## config.mk

```make
export PLATFORM = sky130hd
export DESIGN_NAME = regfile_wb_buffer
export DESIGN_NICKNAME = d
export VERILOG_FILES = /design/src/rtl/regfile_wb_buffer.sv
export SDC_FILE = /design/constraint.sdc
export NUM_CORES = 1
export LEC_CHECK = 0
export CAP_MARGIN = 0
export CORE_MARGIN = 4
export CORE_UTILIZATION = 40
export CTS_CLUSTER_DIAMETER = 30
export DETAILED_ROUTE_END_ITERATION = 6
export PLACE_DENSITY = 0.6
export SLEW_MARGIN = 10
export SYNTH_ARGS = -nofsm -noshare
export SYNTH_HDL_FRONTEND = slang
export SYNTH_SLANG_ARGS = --single-unit
```

## constraint.sdc

```tcl
create_clock -name i_clk -period 7.5 [get_ports i_clk]
set_input_delay 1.5 -clock i_clk [delete_from_list [all_inputs] [get_ports i_clk]]
set_output_delay 1.5 -clock i_clk [all_outputs]
set_load 0.05 [all_outputs]
```

## src/rtl/regfile_wb_buffer.sv

```systemverilog
// Writeback buffer for the 64x32 register file: in-order FIFO of pending results, a registered
// write port draining one entry per cycle, and combinational forwarding of queued values.
module regfile_wb_buffer #(
    parameter int unsigned DEPTH  = 4,
    parameter int unsigned ADDR_W = 6,
    parameter int unsigned DATA_W = 32
) (
    input  logic                       i_clk,
    input  logic                       i_rst_n,
    input  logic                       i_in_valid,
    output logic                       o_in_ready,
    input  logic [ADDR_W-1:0]          i_in_rd,
    input  logic [DATA_W-1:0]          i_in_data,
    input  logic                       i_wb_hold,
    output logic                       o_wb_wrt,
    output logic [ADDR_W-1:0]          o_wb_rd,
    output logic [DATA_W-1:0]          o_wb_data,
    input  logic [ADDR_W-1:0]          i_fwd_rs,
    input  logic [ADDR_W-1:0]          i_fwd_rt,
    output logic                       o_fwd_rs_hit,
    output logic [DATA_W-1:0]          o_fwd_rs_data,
    output logic                       o_fwd_rt_hit,
    output logic [DATA_W-1:0]          o_fwd_rt_data,
    output logic [$clog2(DEPTH+1)-1:0] o_count
);

    localparam int unsigned PTR_W = $clog2(DEPTH);
    localparam int unsigned CNT_W = $clog2(DEPTH + 1);
    localparam logic [CNT_W-1:0] CNT_FULL = CNT_W'(DEPTH);
    localparam logic [PTR_W-1:0] PTR_ONE  = PTR_W'(1);

    logic [ADDR_W-1:0] r_mem_rd   [DEPTH];
    logic [DATA_W-1:0] r_mem_data [DEPTH];
    logic [PTR_W-1:0]  r_head;
    logic [PTR_W-1:0]  r_tail;
    logic [CNT_W-1:0]  r_count;
    logic              r_wb_wrt;
    logic [ADDR_W-1:0] r_wb_rd;
    logic [DATA_W-1:0] r_wb_data;

    logic w_ready;
    logic w_accept;
    logic w_push;
    logic w_pop;

    // Ready is a pure function of state so the producer never sees a combinational path.
    assign w_ready  = (r_count < CNT_FULL);
    assign w_accept = i_in_valid & w_ready;
    assign w_push   = w_accept & (i_in_rd != '0);
    assign w_pop    = (r_count != '0) & ~i_wb_hold;

    always_ff @(posedge i_clk or negedge i_rst_n) begin
        if (!i_rst_n) begin
            r_head    <= '0;
            r_tail    <= '0;
            r_count   <= '0;
            r_wb_wrt  <= 1'b0;
            r_wb_rd   <= '0;
            r_wb_data <= '0;
        end else begin
            r_count  <= r_count + CNT_W'(w_push) - CNT_W'(w_pop);
            r_wb_wrt <= w_pop;
            if (w_push) begin
                r_tail <= r_tail + PTR_ONE;
            end
            if (w_pop) begin
                r_head    <= r_head + PTR_ONE;
                r_wb_rd   <= r_mem_rd[r_head];
                r_wb_data <= r_mem_data[r_head];
            end
        end
    end

    // Storage needs no reset: only entries inside [head, head+count) are ever read.
    always_ff @(posedge i_clk) begin
        if (w_push) begin
            r_mem_rd[r_tail]   <= i_in_rd;
            r_mem_data[r_tail] <= i_in_data;
        end
    end

    // Walk oldest to youngest so the youngest matching entry wins the final assignment.
    always_comb begin
        logic [PTR_W-1:0] idx;
        idx           = '0;
        o_fwd_rs_hit  = 1'b0;
        o_fwd_rs_data = '0;
        o_fwd_rt_hit  = 1'b0;
        o_fwd_rt_data = '0;
        if (r_wb_wrt && (r_wb_rd == i_fwd_rs)) begin
            o_fwd_rs_hit  = 1'b1;
            o_fwd_rs_data = r_wb_data;
        end
        if (r_wb_wrt && (r_wb_rd == i_fwd_rt)) begin
            o_fwd_rt_hit  = 1'b1;
            o_fwd_rt_data = r_wb_data;
        end
        for (int i = 0; i < int'(DEPTH); i++) begin
            idx = r_head + PTR_W'(i);
            if (CNT_W'(i) < r_count) begin
                if (r_mem_rd[idx] == i_fwd_rs) begin
                    o_fwd_rs_hit  = 1'b1;
                    o_fwd_rs_data = r_mem_data[idx];
                end
                if (r_mem_rd[idx] == i_fwd_rt) begin
                    o_fwd_rt_hit  = 1'b1;
                    o_fwd_rt_data = r_mem_data[idx];
                end
            end
        end
        if (i_fwd_rs == '0) begin
            o_fwd_rs_hit  = 1'b0;
            o_fwd_rs_data = '0;
        end
        if (i_fwd_rt == '0) begin
            o_fwd_rt_hit  = 1'b0;
            o_fwd_rt_data = '0;
        end
    end

    assign o_in_ready = w_ready;
    assign o_wb_wrt   = r_wb_wrt;
    assign o_wb_rd    = r_wb_rd;
    assign o_wb_data  = r_wb_data;
    assign o_count    = r_count;

endmodule

```

After elaboration in Yosys (flattened, before gate mapping). Memories as Yosys holds them, arrays and structs flattened. Cells that the tools add are included.

Register bits: 46. RAM bits: 152. Input port bits: 54. Output and inout bits: 109. Logic and storage cells: 81. Memories: 2.

Memory list: r_mem_data (words 4, width 32, rd ports 4, clocked after Yosys merged registers in 0, write ports 1, line 33) `logic [DATA_W-1:0] r_mem_data [DEPTH];`; r_mem_rd (words 4, width 6, rd ports 4, clocked after Yosys merged registers in 0, write ports 1, line 32) `logic [ADDR_W-1:0] r_mem_rd [DEPTH];`.

Add/subtract/negate cells: 6. Magnitude comparators: 5. Equality and inequality tests: 10. Mux-type cells: 42. Bitwise operators: 4. Reductions and logical operators: 6.

Operators by type and width (number): 32-bit two-way mux (20); 6-bit equality test (10); 1-bit two-way mux (22); 6-bit logical NOT (2); 1-bit by 3-bit less-than comparator with 1-bit output (first input constant) (2); 2-bit by 3-bit less-than comparator with 1-bit output (first input constant) (2); 6-bit nonzero test (1); 2-bit by 1-bit adder with 2-bit output (second input constant) (2); 2-bit adder (second input constant) (2); 3-bit by 1-bit adder with 3-bit output (1); 1-bit AND (3); 3-bit less-than comparator (second input constant) (1); 3-bit nonzero test (1); 3-bit by 1-bit subtractor with 3-bit output (1); 1-bit logical AND (2); 1-bit inverter (1).

Logic depth before layout (Yosys ltp). Gate-level depths: netlist (run 1).

Depth after elaboration: 12. Gate-level depth with buffers: 12. Mapped depth without buffers: 9.

Worst setup path after synthesis (run 1). No wires, ideal clock.

Kind: input to output. Start: input port i_fwd_rt[3]. End: output port o_fwd_rt_data[29]. Data arrival time: 4.223 ns. Setup slack: 1.777 ns. Cell stages on the path: 9. Buffers on the path: 3. Cell sequence: buf_2 xnor2_1 or3_1 a221oi_4 and2_1 buf_4 buf_2 a221oi_1 o31ai_1.

Cells in the longest elaborated chain, start to end: 12. Elaborated cells on any way between the ends: 17. Classes of those cells: eq/ne (5); mux (10); reduce/logical (2).

RTL lines: start, declared (line 19) `input logic [ADDR_W-1:0] i_fwd_rt,`; 6-bit equality test (line 94) `if (r_wb_wrt && (r_wb_rd == i_fwd_rt)) begin`; 1-bit logical AND (line 94); 32-bit two-way mux (line 94); 32-bit two-way mux (line 105) `if (r_mem_rd[idx] == i_fwd_rt) begin`; 32-bit two-way mux (line 100) `if (CNT_W'(i) < r_count) begin`; 32-bit two-way mux (line 105); 32-bit two-way mux (line 100); 32-bit two-way mux (line 105); 32-bit two-way mux (line 100); 32-bit two-way mux (line 105); 32-bit two-way mux (line 100); 32-bit two-way mux (*) (line 115) `if (i_fwd_rt == '0) begin`; end, declared (line 23) `output logic [DATA_W-1:0] o_fwd_rt_data,`.

Mark *: on every way between the ends. The rest lies on a longest branch, timed or not.

Worst setup path after layout (run 1).
Start: input port i_fwd_rs[1]. End: output port o_fwd_rs_data[4].

Cells in the longest elaborated chain, start to end: 12. Elaborated cells on any way between the ends: 17. Classes of those cells: eq/ne (5); mux (10); reduce/logical (2).

RTL lines: start, declared (line 18) `input logic [ADDR_W-1:0] i_fwd_rs,`; 6-bit equality test (line 90) `if (r_wb_wrt && (r_wb_rd == i_fwd_rs)) begin`; 1-bit logical AND (line 90); 32-bit two-way mux (line 90); 32-bit two-way mux (line 101) `if (r_mem_rd[idx] == i_fwd_rs) begin`; 32-bit two-way mux (line 100); 32-bit two-way mux (line 101); 32-bit two-way mux (line 100); 32-bit two-way mux (line 101); 32-bit two-way mux (line 100); 32-bit two-way mux (line 101); 32-bit two-way mux (line 100); 32-bit two-way mux (*) (line 111) `if (i_fwd_rs == '0) begin`; end, declared (line 21) `output logic [DATA_W-1:0] o_fwd_rs_data,`.

Marked as above.

==> flow_metrics.env, run 1 <==
export IMPL_synth_cell_count_leaders="sky130_fd_sc_hd__edfxtp_1 (152), sky130_fd_sc_hd__nand2_1 (135), sky130_fd_sc_hd__mux4_2 (107), sky130_fd_sc_hd__mux2i_1 (67), sky130_fd_sc_hd__dfrtp_1 (46)"
export IMPL_worst_path_max_fanout=24
export IMPL_finalHoldViolCount=0
export IMPL_count_of_antenna_violating_nets_left_after_detailed_routing=0
export IMPL_route_detailed_wl_per_inst_um=25.5
export IMPL_netlist_top_cells_area="sky130_fd_sc_hd__edfxtp_1 (33%), sky130_fd_sc_hd__mux4_2 (17%), sky130_fd_sc_hd__dfrtp_1 (8.3%)"
export IMPL_wl_met2_um=20500
export IMPL_synth_largest_type_area_fraction_pct=32.9
export IMPL_die_height_um=194
export IMPL_synth_top_cell_by_area="sky130_fd_sc_hd__edfxtp_1"
export IMPL_die_area_sq_um=37700
export IMPL_cts_root_buf="sky130_fd_sc_hd__clkbuf_16"
export IMPL_post_synth_mux_area_share_pct=24.3
export IMPL_timing_max_cap_violations=0
export IMPL_status="completed"
export IMPL_synth_distinct_cells=68
export IMPL_portBuffers=162
export IMPL_cts_setup_buffers=0
export IMPL_first_pass_iters=5
export IMPL_ys_async_sr_fraction_pct=23.2
export IMPL_count_of_flip_flops_with_a_built_in_enable_after_synthesis=152
export IMPL_synth_simple_area_share_pct=10.4
export IMPL_place_congestion=0.881
export IMPL_ys_warnings_count=0
export IMPL_first_global_vias=10700
export IMPL_fin_tns_setup_ns=0
export IMPL_post_cts_resized_instances=0
export IMPL_route_met3_wl_um=4150
export IMPL_nNetsFinal=1298
export IMPL_synth_yosys_seq_area_share_pct=41.3
export IMPL_combinational_family_with_the_most_area_after_synthesis="multiplexers"
export IMPL_synth_cells=1131
export IMPL_worst_ir_drop_vdd_v=0.000245
export IMPL_num_fill_cells=3050
export IMPL_via_per_inst=6.34
export IMPL_antennaDiodeCount=0
export IMPL_syn2layout_area_growth_pct=18.9
export IMPL_area_of_the_placeable_core_sq_um=33900
export IMPL_fin_crit_ns=6.70
export IMPL_topRoutingLayerUsed="met4"
export IMPL_hold_ws_ns=0.531
export IMPL_final_count_of_negative_setup_slack_endpoints=0
export IMPL_post_detail_place_hpwl_um=29000
export IMPL_grt_overflow_total=0
export IMPL_grt_setup_unrepaired="false"
export IMPL_clk_pin_slew_ns=0.08
export IMPL_design_portCount=163
export IMPL_path_class="in -> out"
export IMPL_residual_drc=0
export IMPL_hp_class="reg -> reg"
export IMPL_max_slew_worst_pin_slew_ns=0.992
export IMPL_antenna_found_initial=0
export IMPL_grt_first_pass_wirelength_um=65900
export IMPL_number_of_buffers_created_by_cts=17
export IMPL_syn_cell_area_sq_um=13900
export IMPL_std_cell_rows=67
export IMPL_dieWidth_um=194
export IMPL_initial_utilization_pct=40.9
export IMPL_syn_nets=1194
export IMPL_cellPowerDensity_nw_per_um2=405
export IMPL_wl_met1_um=17700
export IMPL_cts_max_path_buffers=2
export IMPL_share_of_the_synthesized_area_in_compound_gates_ao_oa_aoi_oai_pct=14.4
export IMPL_layout_worst_path_cycle_share_pct=89.4
export IMPL_route_vias_total=10800
export IMPL_share_of_cells_above_drive_strength_1_pct=25.2
export IMPL_synth_xor_area_share_pct=4.04
export IMPL_fmax_mhz=149
export IMPL_dominant_cell_by_count_in_the_synthesized_netlist="sky130_fd_sc_hd__edfxtp_1"
export IMPL_cellLeakagePower_nw=5.83
export IMPL_holdBufCountCts=0
export IMPL_critical_path_endpoint_type="output pin"
export IMPL_synth_ff_type="sky130_fd_sc_hd__edfxtp_1"
export IMPL_synth_ff_latch_count=198
export IMPL_fin_skew_ns=0.0139
export IMPL_timing_critical_path_required_ns=6.00
export IMPL_crit_path_start_kind="input pin"
export IMPL_clkLatencyLatePin_ns=0.45
export IMPL_global_routing_usage_summed_across_all_routing_layers_pct=22.6
export IMPL_drt_initial_drc_count=1010
export IMPL_largest_net_degree_at_the_start_of_global_routing=71
export IMPL_htreeDepth=4
export IMPL_finalWirelength_um=43300
export IMPL_arrival_ns=5.20
export IMPL_cts_tree="done"
export IMPL_synthesis_area_per_instance_sq_um=12.2
export IMPL_clkSinkCount=198
export IMPL_final_max_slew_violation_count=0
export IMPL_slew_limit_headroom_pct=33.8
export IMPL_post_synth_fa_ha_maj_area_fraction_pct=0.867
cell type report:
type                            count  area (sq um)  area share, %
Sequential cell                   198          5720           34.8
Clock inverter                     14           185           1.12
Multi-Input combinational cell    808          7510           45.6
Timing Repair Buffer              193          1990           12.1
Tap cell                          448           561           3.40
Inverter                           17          63.8          0.388
Clock buffer                       18           429           2.61
routing by layer:
layer  global-route usage, %  vias up
met2                    36.1      533
met4                    6.72        0
met3                    6.34       72
li1                        -     4685
met5                       0        -
met1                    30.5     5466
sequential cells by signal (all words and copies together) (netlist names):
register	count
r_head	2
o_wb_data	32
o_count	3
o_wb_rd	6
r_tail	2
r_mem_rd	24
o_wb_wrt	1
r_mem_data	128
cell usage in the layout, fill, tap and decap left out, types with 24 or more instances in the layout:
cell type / n
sky130_fd_sc_hd__mux2i_1: 67
sky130_fd_sc_hd__edfxtp_1: 152
sky130_fd_sc_hd__a22oi_1: 34
sky130_fd_sc_hd__mux4_2: 107
sky130_fd_sc_hd__dfrtp_1: 44
sky130_fd_sc_hd__a221oi_1: 28
sky130_fd_sc_hd__xor2_1: 24
sky130_fd_sc_hd__o21ai_0: 27
sky130_fd_sc_hd__o31ai_1: 33
sky130_fd_sc_hd__buf_12: 24
sky130_fd_sc_hd__and2_1: 28
sky130_fd_sc_hd__buf_4: 70
sky130_fd_sc_hd__a22oi_2: 30
sky130_fd_sc_hd__o211ai_1: 33
sky130_fd_sc_hd__nor2_1: 33
sky130_fd_sc_hd__nand4_1: 27
sky130_fd_sc_hd__clkdlybuf4s50_1: 98
sky130_fd_sc_hd__nand2_1: 135
sky130_fd_sc_hd__xnor2_1: 38
critical path: stages:
cell and delay [ns]:
sky130_fd_sc_hd__clkdlybuf4s50_1 0.61, sky130_fd_sc_hd__xnor2_1 0.31, sky130_fd_sc_hd__nor3_1 0.08, sky130_fd_sc_hd__o211a_2 0.34, sky130_fd_sc_hd__nor2_2 0.71, sky130_fd_sc_hd__nand3_2 0.83, sky130_fd_sc_hd__o211ai_1 0.60, sky130_fd_sc_hd__buf_12 0.19
cells by family after synthesis:
group	count (synthesis)
muxes	198
adders and majority gates	9
xor gates and xnor gates	63
and+or+nand+nor	294
DFF	198
buffers and inverters	125
AOI/OAI and AO/OA	244
path summary, 6_finish.rpt:
kind,depth (start not counted),to,slack [ns],start
worst max-delay path,8,o_fwd_rs_data[4],0.80,i_fwd_rs[1]
worst min-delay path,2,o_wb_data[10],0.53,o_wb_data[10]
worst max register to register,5,o_wb_data[30],4.06,r_head[0]
worst min register to register,2,o_wb_data[10],0.53,o_wb_data[10]
max in group asynchronous,2,r_head[1],5.69,i_rst_n
min in group asynchronous,2,o_wb_data[25],1.22,i_rst_n
power breakdown:
| group | internal, mW | total [mW] | switching [mW] | leakage (nW) |
|---|---|---|---|---|
| sequential | 1.44 | 1.82 | 0.377 | 1.94 |
| combinational | 1.56 | 3.89 | 2.33 | 3.60 |
| clock | 0.535 | 0.969 | 0.435 | 0.296 |
| total | 3.53 | 6.67 | 3.14 | 5.83 |
stage by stage:
step                setup WS [ns]  total power, mW  cells  utilization, %  area [sq um]
global placement            0.926             5.68   1664            46.8         15900
CTS                         0.858             6.70   1696            48.6         16500
global route                0.620             7.03   1696            48.6         16500
finish                      0.798             6.67   1696            48.6         16500
floorplan                    1.78             4.63   1131               -         13900
detailed placement          0.853             5.72   1664            46.8         15900
Power figures use the tool's default switching activity.
==> run 2, diff against run 1 <==
--- a/config.mk
+++ b/config.mk
@@ -5,7 +5,6 @@
 export SDC_FILE = /design/constraint.sdc
 export NUM_CORES = 1
 export LEC_CHECK = 0
-export CAP_MARGIN = 0
 export CORE_MARGIN = 4
 export CORE_UTILIZATION = 40
 export CTS_CLUSTER_DIAMETER = 30
==> results of run 2 <==
Same layout as run 1: the final DEF is identical, and so are final timing and power.
==> run 3, diff against run 2 <==
--- a/config.mk
+++ b/config.mk
@@ -5,11 +5,13 @@
 export SDC_FILE = /design/constraint.sdc
 export NUM_CORES = 1
 export LEC_CHECK = 0
+export CELL_PAD_IN_SITES_DETAIL_PLACEMENT = 0
+export CELL_PAD_IN_SITES_GLOBAL_PLACEMENT = 2
 export CORE_MARGIN = 4
 export CORE_UTILIZATION = 40
 export CTS_CLUSTER_DIAMETER = 30
 export DETAILED_ROUTE_END_ITERATION = 6
-export PLACE_DENSITY = 0.6
+export PLACE_DENSITY = 0.83
 export SLEW_MARGIN = 10
 export SYNTH_ARGS = -nofsm -noshare
 export SYNTH_HDL_FRONTEND = slang
==> run 3 against run 2 <==
Clock-buffer cell count down 1. Die area unchanged. Fmax fell by 0.77%. Final cell count decreased by 0.12%. Sequential power hardly changed. Routed wire length is 0.98% higher.
==> flow_metrics.env, run 3 (synthesized netlist as in run 1, its figures left out) <==
export IMPL_global_routing_usage_summed_across_all_routing_layers_pct=22.9
export IMPL_layout_common_cells="sky130_fd_sc_hd__edfxtp_1 (152), sky130_fd_sc_hd__nand2_1 (135), sky130_fd_sc_hd__mux4_2 (107)"
export IMPL_design_portCount=163
export IMPL_nNetsFinal=1296
export IMPL_finalWirelength_um=43700
export IMPL_clkSinkCount=198
export IMPL_reg2reg_slack_ns=3.80
export IMPL_portBuffers=162
export IMPL_fmax_mhz=148
export IMPL_grt_setup_unrepaired="false"
export IMPL_cellPowerDensity_nw_per_um2=404
export IMPL_clk_pin_slew_ns=0.08
export IMPL_arrival_ns=5.25
export IMPL_worst_ir_drop_vdd_v=0.000294
export IMPL_cts_setup_buffers=0
export IMPL_first_global_vias=10600
export IMPL_hold_ws_ns=0.538
export IMPL_fin_skew_ns=0.0109
export IMPL_share_of_cells_above_drive_strength_1_pct=25.3
export IMPL_route_vias_total=10600
export IMPL_number_of_buffers_created_by_cts=17
export IMPL_antenna_found_initial=1
export IMPL_finalHoldViolCount=0
export IMPL_clkLatencyLatePin_ns=0.46
export IMPL_place_congestion=0.857
export IMPL_worst_path_max_fanout=24
export IMPL_timing_max_cap_violations=0
export IMPL_residual_drc=0
export IMPL_cts_max_path_buffers=2
export IMPL_drt_initial_drc_count=939
export IMPL_status="completed"
export IMPL_grt_first_pass_wirelength_um=66500
export IMPL_final_max_slew_violation_count=0
export IMPL_cts_root_buf="sky130_fd_sc_hd__clkbuf_16"
export IMPL_antennaDiodeCount=0
export IMPL_initial_utilization_pct=40.9
export IMPL_post_cts_resized_instances=0
export IMPL_grt_overflow_total=0
export IMPL_via_per_inst=6.27
export IMPL_stdcell_area_sq_um=16500
export IMPL_critical_path_endpoint_type="output pin"
export IMPL_layout_worst_path_cycle_share_pct=90.1
export IMPL_number_of_flip_flops_under_the_largest_register_name=128
export IMPL_layoutNonFillerInstCount=1694
export IMPL_num_fill_cells=3023
export IMPL_path_class="in -> out"
export IMPL_largest_net_degree_at_the_start_of_global_routing=70
export IMPL_dieWidth_um=194
export IMPL_count_of_antenna_violating_nets_left_after_detailed_routing=0
export IMPL_max_flop_register="r_mem_data"
export IMPL_crit_path_start_kind="input pin"
export IMPL_cts_tree="done"
export IMPL_slew_limit_headroom_pct=36.5
export IMPL_hp_class="reg -> reg"
export IMPL_area_of_the_placeable_core_sq_um=33900
export IMPL_fin_tns_setup_ns=0
export IMPL_dpl_instance_area_sq_um=15800
export IMPL_std_cell_rows=67
export IMPL_die_area_sq_um=37700
export IMPL_final_count_of_negative_setup_slack_endpoints=0
export IMPL_fin_crit_ns=6.75
export IMPL_syn2layout_area_growth_pct=18.8
export IMPL_commonest_non_fill_non_tap_cell_in_the_layout="sky130_fd_sc_hd__edfxtp_1"
export IMPL_cellLeakagePower_nw=5.83
export IMPL_placed_cells_incl_taps=1662
export IMPL_holdBufCountCts=0
export IMPL_first_pass_iters=5
export IMPL_max_slew_worst_pin_slew_ns=0.953
export IMPL_post_detail_place_hpwl_um=29000
export IMPL_die_height_um=194
export IMPL_min_delay_path_depth=2
export IMPL_worstRegToRegCells=11
export IMPL_route_detailed_wl_per_inst_um=25.8
export IMPL_htreeDepth=4
export IMPL_timing_critical_path_required_ns=6.00
==> run 3: cell count changes in the layout (fill, tap and decap cells not counted), sizes merged <==
cell,previous run,this run
clkinvlp,2,1
clkdlybuf4s50,98,97
clkinv,3,5
bufinv,3,1
buf,95,94
inv,23,25
clkbuf,18,17
==> run 3: metal layers <==
layer | share of wire [%] | track usage (%) | vias up
met1 | 43 | 31.3 | 5420
met4 | 1.8 | 5.83 | 2
li1 | - | - | 4674
met5 | 0.039 | 0 | -
met3 | 7.4 | 4.99 | 47
met2 | 48 | 37.5 | 474
==> run 3: layout make-up <==
class / count / area, sq um / area share, %
repair buffers: 191 / 1990 / 12.1
clock inverters: 15 / 183 / 1.11
inverters: 17 / 63.8 / 0.388
flip-flops and latches: 198 / 5720 / 34.8
well taps: 448 / 561 / 3.41
clock buffers: 17 / 425 / 2.59
multi-input cells: 808 / 7510 / 45.7
==> run 3: worst paths after layout <==
| kind | start | to |
|---|---|---|
| max | i_fwd_rs[1] | o_fwd_rs_data[0] |
| min | o_wb_data[17] | o_wb_data[17] |
| max reg2reg | o_count[0] | o_count[2] |
| min reg2reg | o_wb_data[17] | o_wb_data[17] |
| max in group asynchronous | i_rst_n | r_head[0] |
| min in group asynchronous | i_rst_n | o_count[0] |
==> run 3: metrics by stage <==
step / total power, mW / setup WS [ns] / util (%)
floorplan: 4.63 / 1.78 / -
global placement: 5.69 / 0.906 / 46.8
detailed placement: 5.73 / 0.840 / 46.8
CTS: 6.68 / 0.839 / 48.6
global route: 7.02 / 0.580 / 48.6
finish: 6.65 / 0.746 / 48.6
==> run 3: worst max-delay path, cell delays in order <==
cell and delay, ns:
sky130_fd_sc_hd__clkdlybuf4s50_1 0.64, sky130_fd_sc_hd__xnor2_1 0.31, sky130_fd_sc_hd__nor3_1 0.08, sky130_fd_sc_hd__o211a_2 0.34, sky130_fd_sc_hd__nor2_2 0.71, sky130_fd_sc_hd__nand3_2 0.85
sky130_fd_sc_hd__o211ai_1 0.61, sky130_fd_sc_hd__buf_12 0.19
==> run 3: power by group <==
part	internal, mW	total [mW]	switching, mW
Combinational	1.56	3.90	2.34
Sequential	1.44	1.80	0.364
Clock	0.481	0.947	0.466
